**src/rtl/alsu_pkg.sv**
```systemverilog
// Shared definitions for the ALSU result-capture slice: opcode encodings,
// capture-entry layout and the invalid-operation classifier.
// Ports: none (package).
package alsu_pkg;

   // ALSU opcode encodings
   localparam logic [2:0] OP_AND   = 3'd0;
   localparam logic [2:0] OP_XOR   = 3'd1;
   localparam logic [2:0] OP_ADD   = 3'd2;
   localparam logic [2:0] OP_MUL   = 3'd3;
   localparam logic [2:0] OP_SHIFT = 3'd4;
   localparam logic [2:0] OP_ROT   = 3'd5;
   localparam logic [2:0] OP_INV6  = 3'd6;
   localparam logic [2:0] OP_INV7  = 3'd7;

   // Captured entry layout: [7] invalid, [6] leds non-zero, [5:0] out
   localparam int ENTRY_W     = 8;
   localparam int ENT_INV     = 7;
   localparam int ENT_LNZ     = 6;
   localparam int ENT_OUT_MSB = 5;

   // An operation is invalid when it uses a reserved opcode, or when a
   // reduction is requested on an opcode that has no reduction form
   // (ADD..ROT). Any bypass request makes the result a plain pass-through,
   // which is always valid.
   function automatic logic is_invalid(input logic [2:0] opcode,
                                       input logic       red,
                                       input logic       bypass);
      logic reserved;
      logic bad_red;
      reserved = (opcode >= OP_INV6);
      bad_red  = (opcode >= OP_ADD) && (opcode <= OP_ROT) && red;
      return !bypass && (reserved || bad_red);
   endfunction

   // Pack one capture entry.
   function automatic logic [ENTRY_W-1:0] make_entry(input logic       inv,
                                                     input logic       lnz,
                                                     input logic [5:0] out);
      logic [ENTRY_W-1:0] e;
      e                  = '0;
      e[ENT_INV]         = inv;
      e[ENT_LNZ]         = lnz;
      e[ENT_OUT_MSB:0]   = out;
      return e;
   endfunction

endpackage

```
**src/rtl/alsu_res_fifo.sv**
```systemverilog
// Generic synchronous first-word-fall-through FIFO.
// Latency: a push is visible at the head (empty=0) one cycle later.
// Backpressure: push while full is refused unless a pop happens the same cycle; pop while empty is ignored.
// Ports: clk/rst (async active-high); push/push_data write side;
//        pop/pop_data read side (pop_data is the head, zero when empty);
//        full, empty, fill (occupancy 0..DEPTH).
module alsu_res_fifo #(
   parameter int WIDTH = 8,
   parameter int DEPTH = 8
) (
   input  logic                     clk,
   input  logic                     rst,
   input  logic                     push,
   input  logic [WIDTH-1:0]         push_data,
   input  logic                     pop,
   output logic [WIDTH-1:0]         pop_data,
   output logic                     full,
   output logic                     empty,
   output logic [$clog2(DEPTH):0]   fill
);

   localparam int AW     = $clog2(DEPTH);
   localparam int FILL_W = AW + 1;

   logic [WIDTH-1:0]  mem [DEPTH];
   logic [AW-1:0]     wr_ptr;
   logic [AW-1:0]     rd_ptr;
   logic [FILL_W-1:0] count;
   logic              wr_en;
   logic              rd_en;

   assign full  = (count == FILL_W'(DEPTH));
   assign empty = (count == '0);
   assign fill  = count;

   assign rd_en = pop && !empty;
   // When full, the slot being popped this cycle is the one written, so a
   // simultaneous pop makes room for the push.
   assign wr_en = push && (!full || rd_en);

   // Head is gated to zero when empty so the output is defined out of reset
   // without resetting the storage array.
   assign pop_data = empty ? '0 : mem[rd_ptr];

   always_ff @(posedge clk) begin
      if (wr_en) begin
         mem[wr_ptr] <= push_data;
      end
   end

   // DEPTH is a power of two, so pointers wrap naturally modulo DEPTH.
   always_ff @(posedge clk or posedge rst) begin
      if (rst) begin
         wr_ptr <= '0;
         rd_ptr <= '0;
         count  <= '0;
      end else begin
         if (wr_en) begin
            wr_ptr <= wr_ptr + AW'(1);
         end
         if (rd_en) begin
            rd_ptr <= rd_ptr + AW'(1);
         end
         case ({wr_en, rd_en})
            2'b10:   count <= count + FILL_W'(1);
            2'b01:   count <= count - FILL_W'(1);
            default: count <= count;
         endcase
      end
   end

endmodule

```
**src/rtl/alsu_result_capture.sv**
```systemverilog
// Captures ALSU results on the cycle they become valid, classifies them and buffers them for a reader.
// Latency: result valid at issue+LATENCY, entry at rd_valid/rd_data one cycle later (issue+LATENCY+1).
// Backpressure: rd_ready pops the head; a capture arriving while full with no pop is dropped and sets sticky overflow.
// Ports: clk, rst (async active-high);
//        issue_valid/issue_opcode/issue_red/issue_bypass: operation presented to the ALSU;
//        alsu_out/alsu_leds: ALSU result bus, sampled only on the matching cycle;
//        rd_ready/rd_valid/rd_data/fill: FWFT read port and occupancy;
//        overflow, clr_stats, result_count, invalid_count: statistics.
module alsu_result_capture
   import alsu_pkg::*;
#(
   parameter int LATENCY = 2,
   parameter int DEPTH   = 8,
   parameter int CNT_W   = 16
) (
   input  logic                      clk,
   input  logic                      rst,
   input  logic                      issue_valid,
   input  logic [2:0]                issue_opcode,
   input  logic                      issue_red,
   input  logic                      issue_bypass,
   input  logic [5:0]                alsu_out,
   input  logic [15:0]               alsu_leds,
   input  logic                      rd_ready,
   output logic                      rd_valid,
   output logic [ENTRY_W-1:0]        rd_data,
   output logic [$clog2(DEPTH):0]    fill,
   output logic                      overflow,
   input  logic                      clr_stats,
   output logic [CNT_W-1:0]          result_count,
   output logic [CNT_W-1:0]          invalid_count
);

   logic               issue_inv;
   logic [LATENCY-1:0] dl_vld;
   logic [LATENCY-1:0] dl_inv;
   logic               cap_vld;
   logic               cap_inv;
   logic [ENTRY_W-1:0] cap_entry;
   logic               fifo_full;
   logic               fifo_empty;
   logic               drop;

   // Classification is done at issue time, while the opcode and modifiers
   // are still on the ALSU inputs; only the one-bit verdict travels down
   // the delay line.
   assign issue_inv = is_invalid(issue_opcode, issue_red, issue_bypass);

   // Tag delay line, matched to the ALSU input-to-output latency. It shifts
   // every cycle so back-to-back issues each get their own slot.
   always_ff @(posedge clk or posedge rst) begin
      if (rst) begin
         dl_vld <= '0;
         dl_inv <= '0;
      end else begin
         dl_vld[0] <= issue_valid;
         dl_inv[0] <= issue_valid && issue_inv;
         for (int i = 1; i < LATENCY; i++) begin
            dl_vld[i] <= dl_vld[i-1];
            dl_inv[i] <= dl_inv[i-1];
         end
      end
   end

   // The last stage lines up with the cycle in which alsu_out/alsu_leds
   // carry the result of that operation.
   assign cap_vld   = dl_vld[LATENCY-1];
   assign cap_inv   = dl_inv[LATENCY-1];
   assign cap_entry = make_entry(cap_inv, |alsu_leds, alsu_out);

   // The ALSU bus only reaches the FIFO storage, so rd_* never depend
   // combinationally on alsu_*.
   alsu_res_fifo #(
      .WIDTH (ENTRY_W),
      .DEPTH (DEPTH)
   ) u_fifo (
      .clk       (clk),
      .rst       (rst),
      .push      (cap_vld),
      .push_data (cap_entry),
      .pop       (rd_ready),
      .pop_data  (rd_data),
      .full      (fifo_full),
      .empty     (fifo_empty),
      .fill      (fill)
   );

   assign rd_valid = !fifo_empty;

   // A pop while full frees the slot the push needs, so only an unpopped
   // full FIFO loses the capture.
   assign drop = cap_vld && fifo_full && !rd_ready;

   // Statistics. Clear wins over any same-cycle increment or overflow event.
   always_ff @(posedge clk or posedge rst) begin
      if (rst) begin
         overflow      <= 1'b0;
         result_count  <= '0;
         invalid_count <= '0;
      end else if (clr_stats) begin
         overflow      <= 1'b0;
         result_count  <= '0;
         invalid_count <= '0;
      end else begin
         if (drop) begin
            overflow <= 1'b1;
         end
         // Dropped entries still count as results.
         if (cap_vld && (result_count != '1)) begin
            result_count <= result_count + CNT_W'(1);
         end
         if (cap_vld && cap_inv && (invalid_count != '1)) begin
            invalid_count <= invalid_count + CNT_W'(1);
         end
      end
   end

endmodule

```
**config.mk**
```make
export PLATFORM = sky130hd
export DESIGN_NAME = alsu_result_capture
export DESIGN_NICKNAME = d
export VERILOG_FILES = /design/src/rtl/alsu_pkg.sv /design/src/rtl/alsu_res_fifo.sv /design/src/rtl/alsu_result_capture.sv
export SDC_FILE = /design/constraint.sdc
export NUM_CORES = 1
export LEC_CHECK = 0
export CAP_MARGIN = 25
export CORE_ASPECT_RATIO = 0.6
export CORE_MARGIN = 5
export CORE_UTILIZATION = 55
export DETAILED_ROUTE_END_ITERATION = 10
export GPL_ROUTABILITY_DRIVEN = 1
export GPL_TIMING_DRIVEN = 0
export PLACE_DENSITY = 0.85
export SYNTH_ARGS = -nofsm -noshare
export SYNTH_HDL_FRONTEND = slang
export SYNTH_SLANG_ARGS = --single-unit
```
**constraint.sdc**
```tcl
create_clock -name clk -period 5.9 [get_ports clk]
set_input_delay 0.885 -clock clk [delete_from_list [all_inputs] [get_ports clk]]
set_output_delay 0.885 -clock clk [all_outputs]
set_load 0.01 [all_outputs]
```
* After elaboration in Yosys (flattened, before gate mapping) *
Memory sizes are Yosys's and may differ from the RTL's.
Index checks and enable logic that the tools add are counted.

word-level totals
  bits in registers = 47
  bits in writable memories = 64
  input bits = 32
  output and inout port bits = 46
  word-level logic and storage cells = 56
  memories kept = 1

memories
  name        depth  bits a word  rd ports  clocked after memory_dff  wr ports  RTL line             text
  u_fifo.mem  8      8            1         0                         1         alsu_res_fifo.sv:25  logic [WIDTH-1:0] mem [DEPTH];

operators by class
  add/sub/neg operators = 6
  order comparisons = 3
  eq/ne operators = 5
  multiplexer cells = 10
  reductions and logical operators = 23

operators with widths
  operator               count
  $mux 16                4
  $add 16x1->16 const B  2
  $ne 16x16->1 const B   2
  $reduce_or 16->1       1
  $logic_and 1x1->1      11
  $mux 8                 1
  $pmux 4 s2             1
  $reduce_bool 2->1      4
  $add 3x1->3 const B    2
  $add 4x1->4 const B    1
  $eq 4x4->1 const B     1
  $logic_not 1->1        4
  $logic_not 4->1        1
  $mux 1                 4
  $sub 4x1->4 const B    1
  $ge 3x2->1 const B     1
  $ge 3x3->1 const B     1
  $le 3x3->1 const B     1
  $eq 2x1->1 const B     1
  $eq 2x2->1 const B     1
  $logic_or 1x1->1       2

* Longest topological paths before layout *
Gate-level depths: netlist of run 1.

  depth in word-level cells = 7
  gate-level depth with buffers = 11
  mapped depth without buffers = 11

* Modules after synthesis *
Synthesis of run 1 repeated with hierarchy kept, for this count alone.

unflattened totals
  cells, all modules = 390
  area, all modules = 5,175.0 um^2

modules (own cells, without submodules)
  module               instances  cells an instance  area an instance (um^2)  seq. area each (um^2)
  alsu_res_fifo        1          173                3,101.7                  2,172.1
  alsu_result_capture  1          217                2,073.2                  925.9

* Least setup slack after synthesis of run 1 *
No wires, ideal clock.

  kind = reg-to-reg
  from = register u_fifo.count[1] (netlist: u_fifo.fill[1])
  to = register u_fifo.count[2] (netlist: u_fifo.fill[2])
  setup time = 130 ps
  data arrival time = 2,386 ps
  required time = 5,770 ps
  setup slack = 3,384 ps
  stages on the path, launching flop included = 12
  buffers on the path = 0
  period minus slack after synthesis = 2,516 ps
  cells stage by stage = dfrtp_1 > or3_4 > nor2_4 > inv_2 > and2_1 > ha_1 > xor2_1 > ha_1 > a21oi_1 > xor2_1 > nor2_1 > xor2_1

between the ends
  cells in the longest elaborated chain, start to end = 7
  elaborated cells between the ends (all ways) = 13
  those cells by class = add/sub (2); eq/ne (3); mux (1); reduce/logical (7)

RTL lines
  element                                                 RTL line                   text
  start: declaration                                      alsu_res_fifo.sv:28        logic [FILL_W-1:0] count;
  start signal: assignment                                alsu_res_fifo.sv:65        2'b10: count <= count + FILL_W'(1);
  start signal: assignment                                alsu_res_fifo.sv:66        2'b01: count <= count - FILL_W'(1);
  start signal: assignment                                alsu_res_fifo.sv:67        default: count <= count;
  $logic_not 4->1 (*)                                     alsu_res_fifo.sv:33        assign empty = (count == '0);
  $logic_not 1->1 (*)                                     -
  named net rd_valid                                      alsu_result_capture.sv:25  output logic rd_valid,
  $logic_and 1x1->1 (*)                                   alsu_res_fifo.sv:36        assign rd_en = pop && !empty;
  named net u_fifo.rd_en                                  alsu_res_fifo.sv:30        logic rd_en;
  $logic_or 1x1->1                                        alsu_res_fifo.sv:39        assign wr_en = push && (!full || rd_en);
  $logic_and 1x1->1                                       alsu_res_fifo.sv:39
  $eq 2x1->1 / $eq 2x2->1 (equally long branches)         alsu_res_fifo.sv:64        case ({wr_en, rd_en})
  $pmux 4 s2 / $reduce_bool 2->1 (equally long branches)  -

The timed path passes the listed nets; every way through them passes the cells marked *.
A chain may end at the register's enable or synchronous reset.

* Worst setup path in the final report of run 1 *
  from = register u_fifo.rd_ptr[1]
  to = output port rd_data[3]

between the ends
  cells in the longest elaborated chain, start to end = 2

RTL lines
  element                   RTL line                   text
  start: declaration        alsu_res_fifo.sv:27        logic [AW-1:0] rd_ptr;
  start signal: assignment  alsu_res_fifo.sv:62        rd_ptr <= rd_ptr + AW'(1);
  $mem_v2 8x8               -
  $mux 8                    alsu_res_fifo.sv:43        assign pop_data = empty ? '0 : mem[rd_ptr];
  end: declaration          alsu_result_capture.sv:26  output logic [ENTRY_W-1:0] rd_data,

No other way between the ends.

==> results.cfg, run 1 <==
[global_route]
global_route.usage.total_pct = 21.2
grt_start_max_net_pins = 42
grt_first_pass_wirelength_um = 18400
antenna_found_initial = 0
grtUsageMet2_pct = 32.1
top_usage_layer = met2
grt_util_met3_pct = 6.02
via_count_of_the_first_global_routing_pass = 3474
gr-total-overflow = 0
globalRouteMet1Util_pct = 29.4

[worst_setup_path]
endpoint_type_of_the_worst_setup_path = output pin
worstPathMaxFanout = 10
cp.required_ns = 5.02
cp_cell_sequence = buf_1 -> clkbuf_1 -> mux4_2 -> mux2i_1 -> nor2_1 -> clkdlybuf4s50_1
cp_num_cells = 6
kind_of_start_point_of_the_critical_path = flop
timing.critical_path.buf_inv = 3
slowest_delay_ns = 0.57
cp_top_family = buffers and inverters
rrSetupSlack_ns = 2.99
timing.critical_path.slowest_stage_cell = sky130_fd_sc_hd__clkbuf_1
worst-setup-path-type = flop to output pin
cp_data_arrival_time_ns = 2.85
reg2reg_depth = 11

[die]
core_area_um2 = 9050
die_height_um = 84.1
design.portCount = 78
die_area_um2 = 11200
fp-row-count = 27
die_width_um = 133
initial_core_util_pct = 55.6

[timing]
tns_ns = 0
hold_viol_final = 0
clock-skew-final_ns = 0.00557
report.final.setup_viol = 0
setup_ws_ns = 2.16
timing_worst_slew_pin_value_ns = 1.01
fin_crit_ns = 3.74
period_share_pct = 63.4
timing.fmax_mhz = 268
grt_setup_unrepaired = false
maxSlewHeadroom_pct = 32.3
slew_viol_final = 0

[clock_tree]
cts_tree = done
ctsHoldBuffers = 0
clock_path_buffers = 2
clock_sinks = 111
post_cts_setup_bufs = 0
worstSkewPairLatency_ns = 0.35
postCtsResizedCells = 0
cts-root-buf = sky130_fd_sc_hd__clkbuf_16
htree_num_levels = 3
cts.reportedPaths.clkPinSlew_ns = 0.07
cts_buffers = 9

[pwr]
vdd_ir_drop_max_mv = 0.194
p_per_area_nw_per_um2 = 366
p_leak_nw = 2.31

[layout]
filler_cell_count = 615
area_growth_pct = 24.8
drive_gt1_share_pct = 13.2
design_area_final_um2 = 6270
final_net_count = 487
diodes = 0
final_util_pct = 69.3

[logic_synthesis]
postSynthRegisterBits = 111
synth.yosys.warnings = 0
postSynthCellCount = 359
netlist.top_cell.by_area = sky130_fd_sc_hd__edfxtp_1
ys_top_cells_by_count = sky130_fd_sc_hd__edfxtp_1, sky130_fd_sc_hd__dfrtp_1, sky130_fd_sc_hd__nor2_1
syn_area_um2 = 5030
dominantRegCellSynth = sky130_fd_sc_hd__edfxtp_1
async_reset_ff_share_pct = 42.3
seq_area_frac_synth_pct = 61.6
ys_top_cells_by_area = sky130_fd_sc_hd__edfxtp_1, sky130_fd_sc_hd__dfrtp_1, sky130_fd_sc_hd__mux4_2
postSynthAreaPerCell_um2 = 14.0
yosysUniqueCellTypes = 58
synth.net_count = 398
synth-edff-count = 64
post-synth-top-count-cell = sky130_fd_sc_hd__edfxtp_1
area_share_of_the_largest_cell_type_after_synthesis_pct = 38.2

[routing]
dr_total_vias = 3486
detailedRoute.firstPassIterationCount = 4
drt-total-wl_um = 11300
number_of_antenna_violating_nets_in_the_routed_design = 0
route.detailed.wl_per_inst_um = 19.8
drc = 0
drt_first_iter_violations = 370
avgViaCountPerCell = 6.13

[place]
port_buffers = 76
routabilityCongestion = 0.823
detailed_place_hpwl_um = 7870
post-place-ws_ns = 2.47
postPlaceCellArea_um2 = 5970

[outcome]
status = finished, final reports clean

[hold_path]
hold_path_depth = 0
worstHoldPathType = flop to flop

[flow_run]
cap_viol_max_count = 0
## cell type report
cell class              instances  area, µm²  share of cell area (%)
flip-flops and latches        111       3100                    49.4
multi-input cells             226       1840                    29.3
repair buffers                 78        788                    12.6
clock buffers                   9        225                    3.59
well taps                     116        145                    2.31
clock inverters                 7       81.3                    1.30
plain buffers                  11       56.3                   0.897
inverters                      11       41.3                   0.658
## worst paths after layout
check,start,endpoint
min in group asynchronous,rst,result_count[10]$_DFFE_PP0P_
worst max-delay path,u_fifo.rd_ptr[1]$_DFFE_PP0P_,rd_data[3]
worst max register to register,u_fifo.fill[1]$_DFFE_PP0P_,u_fifo.fill[2]$_DFFE_PP0P_
worst min register to register,dl_vld[0]$_DFF_PP0_,dl_vld[1]$_DFF_PP0_
max in group asynchronous,rst,invalid_count[3]$_DFFE_PP0P_
worst min-delay path,dl_vld[0]$_DFF_PP0_,dl_vld[1]$_DFF_PP0_
## where the power goes
group,total (mW),internal (mW),leakage (nW),switching (mW)
registers,0.987,0.921,1.21,0.0656
logic,0.692,0.356,0.961,0.336
clock network,0.619,0.335,0.147,0.284
total,2.30,1.61,2.31,0.686
## per-layer routing
| metal | routed length, µm | share of wire, % |
|---|---|---|
| met4 | 237 | 2.1 |
| met1 | 4900 | 43 |
| met5 | 0 | 0 |
| met2 | 5390 | 48 |
| met3 | 734 | 6.5 |
## cell usage in the layout, fill, tap and decap left out, types with 3 or more instances in the layout
cell	Yosys	layout
sky130_fd_sc_hd__nand4_1	12	12
sky130_fd_sc_hd__edfxtp_1	64	64
sky130_fd_sc_hd__or3_1	11	11
sky130_fd_sc_hd__nand4_2	4	4
sky130_fd_sc_hd__dfrtp_1	47	47
sky130_fd_sc_hd__nor4_1	7	7
sky130_fd_sc_hd__buf_2	3	3
sky130_fd_sc_hd__nand2_1	12	12
sky130_fd_sc_hd__nor3_1	8	7
sky130_fd_sc_hd__mux2i_1	10	10
sky130_fd_sc_hd__and4_1	3	3
sky130_fd_sc_hd__clkinv_4	0	3
sky130_fd_sc_hd__o21ai_0	7	7
sky130_fd_sc_hd__nand3_1	10	10
sky130_fd_sc_hd__nand2b_1	5	5
sky130_fd_sc_hd__o31ai_1	4	4
sky130_fd_sc_hd__mux4_2	16	16
sky130_fd_sc_hd__clkbuf_1	4	4
sky130_fd_sc_hd__inv_1	10	9
sky130_fd_sc_hd__clkbuf_16	0	9
sky130_fd_sc_hd__clkdlybuf4s50_1	0	76
sky130_fd_sc_hd__ha_1	7	7
sky130_fd_sc_hd__o21ai_1	6	6
sky130_fd_sc_hd__or4_1	4	4
sky130_fd_sc_hd__o211a_1	3	3
sky130_fd_sc_hd__xor2_1	9	9
sky130_fd_sc_hd__nor2_1	24	24
sky130_fd_sc_hd__a21oi_1	23	23
## flip-flops by register name, summed over array words and instances (netlist names)
name,cells
dl_inv,2
dl_vld,2
invalid_count,16
overflow,1
result_count,16
u_fifo.fill,4
u_fifo.mem,64
u_fifo.rd_ptr,3
u_fifo.wr_ptr,3
## logic make-up (layout without fill, tap and decap cells)
logic type / Yosys count / after routing / share of synthesized area, %
xor+xnor: 11 / 11 / 1.92
simple gates: 119 / 119 / 14.4
fa+ha+maj: 8 / 8 / 1.94
mux: 29 / 29 / 9.83
flops: 111 / 111 / 61.6
buf+inv: 22 / 116 / 1.94
compound gates: 59 / 59 / 8.36
## stage by stage
step | total power [mW] | std cells | hold WS (ns)
floorplan | 1.40 | 359 | 0.331
global placement | 1.66 | 551 | 0.332
detailed placement | 1.69 | 553 | 0.336
CTS | 2.31 | 569 | 0.368
global route | 2.41 | 569 | 0.377
finish | 2.30 | 569 | 0.365
## worst reg2reg max path: cells and delay by family (launching register included)
family	cells	cell delay, ns
buffers and inverters	1	0.10
AO/OA/AOI/OAI	1	0.19
flip-flops	1	0.47
XOR/XNOR	3	0.53
adder cells (fa/ha/maj)	2	0.50
AND/OR/NAND/NOR	4	1.02
Note: power is estimated with default switching activity, not from simulation.
==> run 2: changes to the inputs <==
--- a/config.mk
+++ b/config.mk
@@ -8,11 +8,11 @@
 export CAP_MARGIN = 25
 export CORE_ASPECT_RATIO = 0.6
 export CORE_MARGIN = 5
-export CORE_UTILIZATION = 55
+export CORE_UTILIZATION = 54
 export DETAILED_ROUTE_END_ITERATION = 10
 export GPL_ROUTABILITY_DRIVEN = 1
 export GPL_TIMING_DRIVEN = 0
-export PLACE_DENSITY = 0.85
+export PLACE_DENSITY = 0.84
 export SYNTH_ARGS = -nofsm -noshare
 export SYNTH_HDL_FRONTEND = slang
 export SYNTH_SLANG_ARGS = --single-unit
==> constraint.sdc (replaced) <==
create_clock -name clk -period 3.7 [get_ports clk]
set_input_delay 0.555 -clock clk [delete_from_list [all_inputs] [get_ports clk]]
set_output_delay 0.555 -clock clk [all_outputs]
set_load 0.01 [all_outputs]
==> run 2 against run 1 <==
  * Combinational power is 58% higher
  * Register-to-register slack worse by 2.1 ns
  * Die area rose by 1.7%
  * Total power rose by 54%
  * Worst hold slack got worse by 0.016 ns
  * Sequential share of layout area increased by 0.31 points
  * Clock skew shrank 0.0014 ns
==> results.cfg, run 2 (same netlist as run 1, synthesis figures left out) <==
[outcome]
status = finished, final reports clean

[worst_setup_path]
cp.required_ns = 3.14
reg2reg_depth = 11
cp_num_cells = 6
timing.critical_path.slowest_stage_cell = sky130_fd_sc_hd__clkbuf_1
endpoint_type_of_the_worst_setup_path = output pin
kind_of_start_point_of_the_critical_path = flop
worstPathMaxFanout = 10
timing.critical_path.buf_inv = 3
cp_top_family = buffers and inverters
slowest_delay_ns = 0.56
cp_cell_sequence = buf_1 -> clkbuf_1 -> mux4_2 -> mux2i_1 -> nor2_1 -> clkdlybuf4s50_1
cp_data_arrival_time_ns = 2.80
worst-setup-path-type = flop to output pin

[pwr]
total_switching_power_mw = 1.04
p_leak_nw = 2.30
pwr-share-clk_pct = 24.6
p_sw_share_pct = 29.5
p_per_area_nw_per_um2 = 567
total_power_mw = 3.54
vdd_ir_drop_max_mv = 0.299
cell_internal_pwr_mw = 2.49
p_seq_share_pct = 44.5
combPwrFrac_pct = 30.9

[global_route]
global_route.usage.total_pct = 20.5
antenna_found_initial = 0
grt_start_max_net_pins = 26
grt_first_pass_wirelength_um = 18100
via_count_of_the_first_global_routing_pass = 3515
gr-total-overflow = 0

[layout]
mostFrequentLayoutCell = sky130_fd_sc_hd__clkdlybuf4s50_1
area_growth_pct = 24.0
flip_flop_count_of_the_largest_register_after_layout = 64
final_util_pct = 68.4
drive_gt1_share_pct = 12.8
top_regs = u_fifo.mem (64), invalid_count (16), result_count (16)
final_net_count = 488
number_of_non_filler_instances_in_the_completed_layout = 570
regMostFlops = u_fifo.mem
diodes = 0
mostFrequentLayoutCells = sky130_fd_sc_hd__clkdlybuf4s50_1, sky130_fd_sc_hd__edfxtp_1, sky130_fd_sc_hd__dfrtp_1

[die]
design.portCount = 78
fp-row-count = 27
die_width_um = 135
die_height_um = 84.8
initial_core_util_pct = 55.1
die_area_um2 = 11400
core_area_um2 = 9120

[routing]
avgViaCountPerCell = 6.23
detailedRoute.firstPassIterationCount = 5
drt_first_iter_violations = 285
drc = 0
drt-total-wl_um = 11200
route.detailed.wl_per_inst_um = 19.7
number_of_antenna_violating_nets_in_the_routed_design = 0
dr_total_vias = 3550

[place]
port_buffers = 76
detailed_place_hpwl_um = 8190
routabilityCongestion = 0.858
post-place-cells = 554

[clock_tree]
worstSkewPairLatency_ns = 0.35
cts_buffers = 9
cts.reportedPaths.clkPinSlew_ns = 0.07
cts-root-buf = sky130_fd_sc_hd__clkbuf_16
cts_tree = done
htree_num_levels = 3
postCtsResizedCells = 0
clock_sinks = 111
ctsHoldBuffers = 0
post_cts_setup_bufs = 0
clock_path_buffers = 2

[timing]
timing_worst_slew_pin_value_ns = 0.907
maxSlewHeadroom_pct = 39.3
grt_setup_unrepaired = false
hold_viol_final = 0
report.final.setup_viol = 0
tns_ns = 0
timing.fmax_mhz = 298
hold_slack_ns = 0.349
slew_viol_final = 0
clock-skew-final_ns = 0.00419
fin_crit_ns = 3.36
period_share_pct = 90.7

[hold_path]
worstHoldPathType = flop to flop
hold_path_depth = 0

[flow_run]
cap_viol_max_count = 0
## run 2: changes by cell type in the layout (fill, tap and decap cells not counted), sizes merged
cell and change:
clkinv +1, clkbuf +1, buf +1, bufinv -1, inv -1
## run 2: metal layers
| layer | track usage [%] | part of all wire [%] | vias to the layer above |
|---|---|---|---|
| li1 | - | - | 1598 |
| met1 | 27.5 | 42 | 1772 |
| met2 | 33.0 | 49 | 167 |
| met3 | 5.21 | 7.7 | 13 |
| met4 | 7.12 | 1.3 | 0 |
| met5 | 0 | 0 | - |
## run 2: worst register-to-register path, cell delays in order, from the launching register on
cell and delay (ns):
sky130_fd_sc_hd__dfrtp_1 0.46, sky130_fd_sc_hd__or3_4 0.45, sky130_fd_sc_hd__nor2_4 0.27, sky130_fd_sc_hd__inv_2 0.09, sky130_fd_sc_hd__and2_1 0.24, sky130_fd_sc_hd__ha_1 0.30, sky130_fd_sc_hd__xor2_1 0.17, sky130_fd_sc_hd__ha_1 0.19
sky130_fd_sc_hd__a21oi_1 0.15, sky130_fd_sc_hd__xor2_1 0.16, sky130_fd_sc_hd__nor2_1 0.07, sky130_fd_sc_hd__xor2_1 0.14
## run 2: final cells by class
type | count | area [µm²]
tap | 116 | 145
timing repair buffer | 79 | 796
fill | 623 | 2890
sequential | 111 | 3100
inverter | 11 | 41.3
clock buffer | 10 | 229
buffer | 11 | 56.3
multi-input combinational | 226 | 1830
clock inverter | 6 | 36.3
## run 2: path summary, 6_finish.rpt
check                                           endpoint  slack, ns                         start
min                                  dl_vld[1]$_DFF_PP0_       0.35           dl_vld[0]$_DFF_PP0_
min reg2reg                          dl_vld[1]$_DFF_PP0_       0.35           dl_vld[0]$_DFF_PP0_
max                                           rd_data[6]       0.34  u_fifo.rd_ptr[1]$_DFFE_PP0P_
max reg2reg                   u_fifo.fill[2]$_DFFE_PP0P_       0.90    u_fifo.fill[1]$_DFFE_PP0P_
max in group asynchronous     u_fifo.fill[1]$_DFFE_PP0P_       2.60                           rst
min in group asynchronous  invalid_count[10]$_DFFE_PP0P_       0.59                           rst
## run 2: power groups by stage
stage	Combinational [mW]	Sequential, mW	Clock (mW)
floorplan	0.660	1.58	0
global placement	1.05	1.58	0
detailed placement	1.10	1.59	0
CTS	1.10	1.57	0.889
global route	1.19	1.59	0.935
finish	1.09	1.57	0.870
## run 2: through the flow
| step | area [µm²] | setup WS, ns |
|---|---|---|
| after floorplan | 5030 | 1.18 |
| after global placement | 5940 | 0.510 |
| after detailed placement | 5970 | 0.649 |
| after CTS | 6240 | 0.345 |
| after global routing | 6240 | 0.207 |
| final | 6240 | 0.345 |
==> run 3: changes to the inputs <==
--- a/config.mk
+++ b/config.mk
@@ -5,14 +5,15 @@
 export SDC_FILE = /design/constraint.sdc
 export NUM_CORES = 1
 export LEC_CHECK = 0
+export ABC_AREA = 1
 export CAP_MARGIN = 25
 export CORE_ASPECT_RATIO = 0.6
 export CORE_MARGIN = 5
-export CORE_UTILIZATION = 54
+export CORE_UTILIZATION = 55
 export DETAILED_ROUTE_END_ITERATION = 10
 export GPL_ROUTABILITY_DRIVEN = 1
 export GPL_TIMING_DRIVEN = 0
-export PLACE_DENSITY = 0.84
+export PLACE_DENSITY = 0.85
 export SYNTH_ARGS = -nofsm -noshare
 export SYNTH_HDL_FRONTEND = slang
 export SYNTH_SLANG_ARGS = --single-unit
==> run 3 against run 2 <==
  * Die area rose by 5.2%
  * Worst setup slack improved by 0.15 ns
  * Register-to-register slack improved by 0.19 ns
  * Global-route usage rose by 2.8 points
  * Combinational power rose by 18%
  * Total power rose by 12%
==> results.cfg, run 3 <==
[place]
detailed_place_hpwl_um = 9780
routabilityCongestion = 0.953
port_buffers = 76

[clock_tree]
clock_path_buffers = 2
worstSkewPairLatency_ns = 0.35
cts-root-buf = sky130_fd_sc_hd__clkbuf_16
cts.reportedPaths.clkPinSlew_ns = 0.07
post_cts_setup_bufs = 0
ctsHoldBuffers = 0
cts_tree = done
htree_num_levels = 3
clock_sinks = 111
postCtsResizedCells = 0
cts_buffers = 9

[layout]
final_util_pct = 68.9
top_regs = u_fifo.mem (64), invalid_count (16), result_count (16)
final_net_count = 742
mostFrequentLayoutCells = sky130_fd_sc_hd__nand2_1, sky130_fd_sc_hd__nor2_1, sky130_fd_sc_hd__clkdlybuf4s50_1
drive_gt1_share_pct = 4.66
area_growth_pct = 23.9
mostFrequentLayoutCell = sky130_fd_sc_hd__nand2_1
regMostFlops = u_fifo.mem
flip_flop_count_of_the_largest_register_after_layout = 64
diodes = 0

[logic_synthesis]
netlist.top_cell.by_area = sky130_fd_sc_hd__edfxtp_1
synth-edff-count = 64
ys_top_cells_by_area = sky130_fd_sc_hd__edfxtp_1, sky130_fd_sc_hd__dfrtp_1, sky130_fd_sc_hd__nand2_1
postSynthAreaPerCell_um2 = 8.81
synth.net_count = 654
post-synth-top-count-cell = sky130_fd_sc_hd__nand2_1
synth.yosys.warnings = 0
postSynthRegisterBits = 111
postSynthCellCount = 615
async_reset_ff_share_pct = 42.3
ys_top_cells_by_count = sky130_fd_sc_hd__nand2_1, sky130_fd_sc_hd__nor2_1, sky130_fd_sc_hd__edfxtp_1, sky130_fd_sc_hd__o21ai_0
syn_area_um2 = 5420
area_share_of_the_largest_cell_type_after_synthesis_pct = 35.5
seq_area_frac_synth_pct = 57.2
dominantRegCellSynth = sky130_fd_sc_hd__edfxtp_1
yosysUniqueCellTypes = 27

[global_route]
antenna_found_initial = 0
grt_first_pass_wirelength_um = 22300
via_count_of_the_first_global_routing_pass = 4444
gr-total-overflow = 0
global_route.usage.total_pct = 23.4
grt_start_max_net_pins = 39

[worst_setup_path]
endpoint_type_of_the_worst_setup_path = output pin
cp.required_ns = 3.14
cp_top_family = buffers and inverters
timing.critical_path.buf_inv = 2
cp_data_arrival_time_ns = 2.65
timing.critical_path.slowest_stage_cell = sky130_fd_sc_hd__clkdlybuf4s50_1
cp_cell_sequence = clkbuf_1 -> nor2_1 -> nor2_1 -> o21ai_0 -> o21ai_0 -> o21ai_0 -> nor2_1 -> clkdlybuf4s50_1
kind_of_start_point_of_the_critical_path = flop
slowest_delay_ns = 0.56
worstPathMaxFanout = 10
r2r_start = u_fifo.fill[2]$_DFFE_PP0P_
worstSetupStartpoint = u_fifo.rd_ptr[0]$_DFFE_PP0P_
worst-setup-path-type = flop to output pin

[pwr]
p_leak_nw = 2.74
vdd_ir_drop_max_mv = 0.428
p_per_area_nw_per_um2 = 590

[routing]
drt-total-wl_um = 13700
avgViaCountPerCell = 5.52
drc = 0
route.detailed.wl_per_inst_um = 16.3
number_of_antenna_violating_nets_in_the_routed_design = 0
detailedRoute.firstPassIterationCount = 5
drt_first_iter_violations = 621
dr_total_vias = 4655

[outcome]
status = finished, final reports clean

[flow_run]
cap_viol_max_count = 0

[timing]
period_share_pct = 86.6
timing_worst_slew_pin_value_ns = 0.993
slew_viol_final = 0
timing.fmax_mhz = 312
maxSlewHeadroom_pct = 33.5
fin_crit_ns = 3.20
clock-skew-final_ns = 0.00989
grt_setup_unrepaired = false
report.final.setup_viol = 0
tns_ns = 0
hold_viol_final = 0

[die]
fp-row-count = 28
design.portCount = 78
die_height_um = 86.9
die_area_um2 = 12000
initial_core_util_pct = 55.6
core_area_um2 = 9740
die_width_um = 138

[hold_path]
worstHoldPathType = flop to flop
hold_path.startpoint = dl_vld[0]$_DFF_PP0_
## run 3: report_power, final
part	switching (mW)	leakage [nW]	total [mW]	internal [mW]
combinational	0.790	1.36	1.29	0.499
clock	0.440	0.166	1.10	0.664
sequential	0.0975	1.21	1.56	1.47
## run 3: logic make-up (layout without fill, tap and decap cells)
family	count (synthesis)	after routing	synth area share [%]
DFF	111	111	57.2
adders and majority gates	7	7	1.62
buffers and inverters	62	155	4.46
xor gates and xnor gates	17	17	2.75
AOI/OAI and AO/OA	71	71	6.65
and+or+nand+nor	347	347	27.3
## run 3: final cells by class
type	instances	area, µm²
Timing Repair Buffer	77	781
Sequential cell	111	3100
Buffer	15	65.1
Inverter	47	176
Tap cell	135	169
Fill cell	752	3030
Multi-Input combinational cell	442	2080
Clock inverter	7	120
Clock buffer	9	225
## run 3: through the flow
| step | cells | power (mW) | instance area, µm² | hold WS (ns) | worst slack (ns) |
|---|---|---|---|---|---|
| floorplan | 615 | 2.29 | 5420 | 0.331 | 1.64 |
| global placement | 826 | 2.80 | 6340 | 0.335 | 0.956 |
| detailed placement | 827 | 2.85 | 6360 | 0.335 | 0.865 |
| CTS | 843 | 3.96 | 6710 | 0.352 | 0.581 |
| global route | 843 | 4.17 | 6710 | 0.364 | 0.421 |
| finish | 843 | 3.96 | 6710 | 0.351 | 0.495 |
## run 3: metal layers
metal	track usage (%)	up-vias	share of wire, %
met2	36.2	225	45
li1	-	2211	-
met1	34.7	2204	46
met5	0	-	0
met4	5.74	0	1.0
met3	4.17	15	7.9
## run 3: worst reg2reg max path: stages, from the launching register on
cell                      delay, ns
sky130_fd_sc_hd__dfrtp_1       0.46
sky130_fd_sc_hd__nor2_1        0.18
sky130_fd_sc_hd__nand3_1       0.40
sky130_fd_sc_hd__nand2_1       0.27
sky130_fd_sc_hd__inv_1         0.13
sky130_fd_sc_hd__ha_1          0.27
sky130_fd_sc_hd__nor2_1        0.10
sky130_fd_sc_hd__nor2_1        0.07
sky130_fd_sc_hd__ha_1          0.18
sky130_fd_sc_hd__a21oi_1       0.15
sky130_fd_sc_hd__xor2_1        0.17
sky130_fd_sc_hd__o21ai_0       0.10
## run 3: final timing paths
| check | end | slack (ns) | cells past startpoint |
|---|---|---|---|
| max in group asynchronous | u_fifo.fill[1]$_DFFE_PP0P_ | 2.76 | 3 |
| min in group asynchronous | invalid_count[10]$_DFFE_PP0P_ | 0.46 | 2 |
| min | dl_vld[1]$_DFF_PP0_ | 0.35 | 0 |
| min reg2reg | dl_vld[1]$_DFF_PP0_ | 0.35 | 0 |
| max reg2reg | u_fifo.fill[2]$_DFFE_PP0P_ | 1.09 | 11 |
| max | rd_data[1] | 0.50 | 8 |
